**config.mk**
```make
export PLATFORM = sky130hd
export DESIGN_NAME = spi_slave
export DESIGN_NICKNAME = d
export VERILOG_FILES = /design/src/rtl/spi_slave.sv
export SDC_FILE = /design/constraint.sdc
export NUM_CORES = 1
export LEC_CHECK = 0
export CAP_MARGIN = 5
export CORE_UTILIZATION = 54
export CTS_CLUSTER_DIAMETER = 100
export DETAILED_ROUTE_END_ITERATION = 8
export MAX_ROUTING_LAYER = met4
export PLACE_DENSITY = 0.79
export SYNTH_ARGS = -nofsm -noshare
export SYNTH_HDL_FRONTEND = slang
export SYNTH_SLANG_ARGS = --single-unit
```
**constraint.sdc**
```tcl
create_clock -name clk -period 2.2 [get_ports clk]
set_input_delay 0.33 -clock clk [delete_from_list [all_inputs] [get_ports clk]]
set_output_delay 0.33 -clock clk [all_outputs]
set_load 0.1 [all_outputs]
```
**src/rtl/spi_slave.sv**
```systemverilog
// SPI slave with parameterised CPOL/CPHA, single-word transmit buffer and
// sticky receive-overrun flag. All SPI inputs are resynchronised to clk.
module spi_slave #(
    parameter int unsigned CPOL       = 0,
    parameter int unsigned CPHA       = 0,
    parameter int unsigned DATA_WIDTH = 8
) (
    input  logic                  clk,
    input  logic                  rst_n,
    input  logic                  cs,
    input  logic                  sclk,
    input  logic                  mosi,
    output logic                  miso,
    input  logic [DATA_WIDTH-1:0] tx_din,
    input  logic                  tx_wr_en,
    output logic                  tx_ready,
    output logic [DATA_WIDTH-1:0] rx_dout,
    output logic                  rx_valid,
    output logic                  rx_overrun,
    input  logic                  rx_ack
);

    localparam int unsigned     CntW       = $clog2(DATA_WIDTH);
    localparam logic [CntW-1:0] LastBit    = CntW'(DATA_WIDTH - 1);
    localparam logic            SclkIdle   = 1'(CPOL);
    localparam bit              SampleRise = (CPOL == CPHA);

    typedef enum logic [1:0] {StIdle, StLoad, StShift} state_e;

    state_e                state_q, state_d;
    logic                  cs_meta_q, cs_sync_q, cs_prev_q;
    logic                  sclk_meta_q, sclk_sync_q, sclk_prev_q;
    logic                  mosi_meta_q, mosi_sync_q;
    logic [CntW-1:0]       bit_cnt_q, bit_cnt_d;
    logic [DATA_WIDTH-1:0] tx_sr_q, tx_sr_d;
    logic [DATA_WIDTH-1:0] tx_buf_q, tx_buf_d;
    logic                  tx_ready_q, tx_ready_d;
    logic [DATA_WIDTH-1:0] rx_sr_q, rx_sr_d;
    logic [DATA_WIDTH-1:0] rx_dout_q, rx_dout_d;
    logic                  rx_valid_q, rx_valid_d;
    logic                  pending_q, pending_d;
    logic                  overrun_q, overrun_d;

    logic cs_fall, sclk_rise, sclk_fall, sample_edge, shift_edge;
    logic do_sample, do_shift, word_done, reload, advance, load, accept;

    always_ff @(posedge clk or negedge rst_n) begin
        if (!rst_n) begin
            cs_meta_q   <= 1'b1;
            cs_sync_q   <= 1'b1;
            cs_prev_q   <= 1'b1;
            sclk_meta_q <= SclkIdle;
            sclk_sync_q <= SclkIdle;
            sclk_prev_q <= SclkIdle;
            mosi_meta_q <= 1'b0;
            mosi_sync_q <= 1'b0;
        end else begin
            cs_meta_q   <= cs;
            cs_sync_q   <= cs_meta_q;
            cs_prev_q   <= cs_sync_q;
            sclk_meta_q <= sclk;
            sclk_sync_q <= sclk_meta_q;
            sclk_prev_q <= sclk_sync_q;
            mosi_meta_q <= mosi;
            mosi_sync_q <= mosi_meta_q;
        end
    end

    assign cs_fall     = cs_prev_q & ~cs_sync_q;
    assign sclk_rise   = sclk_sync_q & ~sclk_prev_q;
    assign sclk_fall   = ~sclk_sync_q & sclk_prev_q;
    assign sample_edge = SampleRise ? sclk_rise : sclk_fall;
    assign shift_edge  = SampleRise ? sclk_fall : sclk_rise;

    always_comb begin
        state_d = state_q;
        case (state_q)
            StIdle:  if (cs_fall) state_d = StLoad;
            StLoad:  state_d = StShift;
            StShift: state_d = StShift;
            default: state_d = StIdle;
        endcase
        if (cs_sync_q) state_d = StIdle;
    end

    // A shift edge at count 0 is either the word boundary (CPHA=0, reload) or the
    // edge that merely presents the already-loaded MSB (CPHA=1); neither advances.
    assign do_sample = (state_q == StShift) & sample_edge;
    assign do_shift  = (state_q == StShift) & shift_edge;
    assign word_done = do_sample & (bit_cnt_q == LastBit);
    assign reload    = (CPHA == 0) ? (do_shift & (bit_cnt_q == '0)) : word_done;
    assign advance   = do_shift & (bit_cnt_q != '0);
    assign load      = (state_q == StLoad) | reload;
    assign accept    = tx_wr_en & (tx_ready_q | load);

    always_comb begin
        tx_sr_d    = tx_sr_q;
        bit_cnt_d  = bit_cnt_q;
        rx_sr_d    = rx_sr_q;
        rx_dout_d  = rx_dout_q;
        rx_valid_d = word_done;
        if (load) begin
            tx_sr_d = tx_ready_q ? '0 : tx_buf_q;
        end else if (advance) begin
            tx_sr_d = {tx_sr_q[DATA_WIDTH-2:0], 1'b0};
        end
        if (do_sample) begin
            rx_sr_d   = {rx_sr_q[DATA_WIDTH-2:0], mosi_sync_q};
            bit_cnt_d = word_done ? '0 : bit_cnt_q + 1'b1;
        end
        if (word_done) rx_dout_d = {rx_sr_q[DATA_WIDTH-2:0], mosi_sync_q};
        if (state_q != StShift) bit_cnt_d = '0;

        tx_buf_d   = accept ? tx_din : tx_buf_q;
        tx_ready_d = accept ? 1'b0 : (load ? 1'b1 : tx_ready_q);

        pending_d = rx_valid_q ? 1'b1 : (rx_ack ? 1'b0 : pending_q);
        overrun_d = (rx_valid_q & pending_q) ? 1'b1 : (rx_ack ? 1'b0 : overrun_q);
    end

    always_ff @(posedge clk or negedge rst_n) begin
        if (!rst_n) begin
            state_q    <= StIdle;
            bit_cnt_q  <= '0;
            tx_sr_q    <= '0;
            tx_buf_q   <= '0;
            tx_ready_q <= 1'b1;
            rx_sr_q    <= '0;
            rx_dout_q  <= '0;
            rx_valid_q <= 1'b0;
            pending_q  <= 1'b0;
            overrun_q  <= 1'b0;
        end else begin
            state_q    <= state_d;
            bit_cnt_q  <= bit_cnt_d;
            tx_sr_q    <= tx_sr_d;
            tx_buf_q   <= tx_buf_d;
            tx_ready_q <= tx_ready_d;
            rx_sr_q    <= rx_sr_d;
            rx_dout_q  <= rx_dout_d;
            rx_valid_q <= rx_valid_d;
            pending_q  <= pending_d;
            overrun_q  <= overrun_d;
        end
    end

    assign miso       = (state_q != StIdle) & tx_sr_q[DATA_WIDTH-1];
    assign tx_ready   = tx_ready_q;
    assign rx_dout    = rx_dout_q;
    assign rx_valid   = rx_valid_q;
    assign rx_overrun = overrun_q;

endmodule

```
==> impl_metrics.tcl, run 1 <==
set metrics [dict create \
    p_comb_share_pct 33.4 \
    path_max_fanout 10 \
    vias 1264 \
    yosysTopAreaCellShare_pct 54.66 \
    fp-row-count 21 \
    synthTopCellsByCount "dfrtp_1, mux2_2, inv_1" \
    hold_viol 0 \
    final.min_clock_period_ps 2010 \
    netlist_instances 151 \
    synth_top_family_by_area "multiplexers" \
    yosysMostFrequentCell "dfrtp_1" \
    ant_nets 0 \
    drt-met1-wl_um 1419 \
    ys_ff_latch 48 \
    min_path_type "in2async" \
    postCtsHoldBufs 0 \
    netlist_area_sq_mm 0.002014 \
    ff2ff_setup_slack_ps 190 \
    fin_area_sq_mm 0.002430 \
    async_flop_share_pct 100.0 \
    start_kind "register" \
    syn-mean-instance-area_sq_um 13.34 \
    dieArea_sq_mm 0.003978 \
    post-route-period-util_pct 91.36 \
    viasPerCell 5.520 \
    area_delta_synth_final_pct 20.62 \
    clk_pin_slew_ps 90 \
    wirelength_um 3464 \
    max-slew-margin-rel_pct 70.98 \
    io_buffers 26 \
    synth.area.mux_share_pct 16.34 \
    root_buffer "clkbuf_8" \
    yosysTopAreaCell "dfrtp_1" \
    tightest_slew_ps 434.5 \
    met3_length_um 175 \
    layout_setup_ws_ps 190.1 \
    r2r_cells 6 \
    critical_path_class "reg2reg" \
    synth_top_flop_cell "dfrtp_1" \
    cts_num_sinks 48 \
    drive_gt1_share_pct 30.05 \
    gp_congestion 0.8541 \
    yosys_warnings 0 \
    arrival_ps 2200 \
    p_leak_nw 1.148 \
    swShare_pct 33.22 \
    fin_setup_tns_ps 0 \
    post-cts-setup-buffers 0 \
    drtIter0Drc 106 \
    grt_pass1_vias 1346 \
    synth_cell_types 28 \
    synth_compound_area_share_pct 7.702 \
    core_sq_mm 0.003442 \
    max_stage_delay_ps 400 \
    max_freq_mhz 497.5 \
    critical_path_required_ps 2390 \
    end_kind "register" \
    drv_cap 0 \
    slowest_stage "dfrtp_1" \
    die_w_um 63.08 \
    power.density_mw_per_mm2 1166 \
    grt_pass1_wl_um 6037 \
    drc 0 \
    dr.pass1.iters 4 \
    place_ws_ps 210.3 \
    synth_edf_count 0 \
    highest_layer "met4" \
    seq_area_frac_synth_pct 59.88 \
    critical_path_buf_inv_count 2 \
    cts_tree "yes" \
    syn_nets 173 \
    cp_cell_sequence "inv_1 > ha_1 > and3b_1 > a31o_1 > buf_4 > mux2_4" \
    route.met2.wl_um 1821 \
    hpwlAfterDp_um 2574 \
    synthXorXnorAreaFrac_pct 0 \
    seqPwrFrac_pct 43.9 \
    reg2reg_to "tx_buf_q[1]" \
    final_core_util_pct 70.59 \
    rsz0062_at_grt "false" \
    synth.area.top_cells "dfrtp_1, mux2_2, mux2_4" \
    antenna_found_initial 0 \
    setup_viol 0 \
    power_frac_clock_pct 22.6 \
    synth_adder_area_share_pct 4.348 \
    fin_nets 204 \
    cts_buffer_depth 2 \
    clkLatencyLatePin_ps 300 \
    die-height_um 63.08 \
    ir_drop_mv 0.5482 \
    p_switching_mw 0.9409 \
    fillers 235 \
    start_util_pct 58.52 \
    htreeDepth 2 \
    p_int_mw 1.892 \
    grt_overflow 0 \
    antenna_cells 0 \
    wire_per_inst_um 15.13 \
    synthSimpleGateAreaFrac_pct 8.075 \
    placed_area_sq_mm 0.002313 \
    drv_slew 0 \
    critPathTopFamily "flip-flops" \
    ios 27 \
    cts_buffers 5 \
    post_cts_resize_count 0 \
    power_mw 2.833 \
    grt_max_degree 27 \
    outcome "complete, no violations" \
    skew_ps 4.125 \
    track_usage_pct 20.56 \
    timing.rr.start "state_q[0]" \
]
[cell families after synthesis]
group | after synthesis
AND/OR/NAND/NOR | 30
AO/OA/AOI/OAI | 22
flip-flops | 48
adder cells (fa/ha/maj) | 7
multiplexers | 27
buffers and inverters | 17
[worst max-delay path by stage]
stage	from	end	slack, ps	cells past startpoint
3_3_place_gp	state_q[0]	tx_buf_q[2]	330	6
2_1_floorplan	state_q[0]	miso	440	3
5_1_grt	state_q[0]	tx_buf_q[1]	90	6
4_1_cts	state_q[0]	tx_buf_q[1]	200	6
6_report	state_q[0]	tx_buf_q[1]	190	6
3_5_place_dp	state_q[0]	tx_buf_q[1]	210	6
[stage by stage]
| step | hold slack, ps | cells |
|---|---|---|
| after global routing | 13.44 | 229 |
| after global placement | 330.8 | 221 |
| final | 0.2658 | 229 |
| after CTS | 2.762 | 229 |
| after detailed placement | 333.5 | 221 |
| after floorplan | 34.41 | 151 |
[power by group through the flow]
stage | Clock [mW] | Sequential [mW] | Combinational, mW
floorplan | 0 | 1.26 | 0.685
global placement | 0 | 1.25 | 0.905
detailed placement | 0 | 1.25 | 0.954
CTS | 0.662 | 1.24 | 0.951
global route | 0.693 | 1.27 | 1.04
finish | 0.641 | 1.24 | 0.947
[sequential cells by signal, indices dropped and copies added (netlist names), 2 cells and up]
name       cells
state_q        2
bit_cnt_q      3
tx_sr_q        8
rx_sr_q        7
tx_buf_q       8
rx_dout        8
[worst reg2reg max path, delay by kind of cell, from the launching register on]
kind	cells	cell delay (ps)
and+or+nand+nor	1	400
muxes	1	320
adders and majority gates	1	260
DFF	1	400
buffers and inverters	2	310
AOI/OAI and AO/OA	1	200
[layer usage]
layer / vias up / GRT usage, %
li1: 589 / -
met1: 627 / 24.75
met2: 42 / 33.33
met3: 6 / 5.435
met4: 0 / 7.267
met5: - / -
[placed cells by master (no fill, tap or decap), types with 7 or more instances in the layout]
cell	count
nand3_1	8
nor3_1	7
o211ai_1	7
buf_4	16
a31oi_1	7
inv_1	10
mux2_4	8
dfrtp_1	44
mux2_2	15
ha_1	7
clkdlybuf4s50_1	13
[layout make-up]
cell class              instances  area [sq um]  share of cell area (%)
flip-flops and latches         48          1206                   49.64
multi-input cells              86         737.0                   30.33
repair buffers                 31         275.3                   11.33
clock buffers                   5         68.82                   2.832
well taps                      46         57.56                   2.369
clock inverters                 3         47.55                   1.957
inverters                      10         37.54                   1.545
(Power assumes the default switching activity.)
==> run 2, diff against run 1 <==
CAP_MARGIN = default   (was 5)
==> results of run 2 <==
Final layout, timing and power as in run 1 (identical DEF).
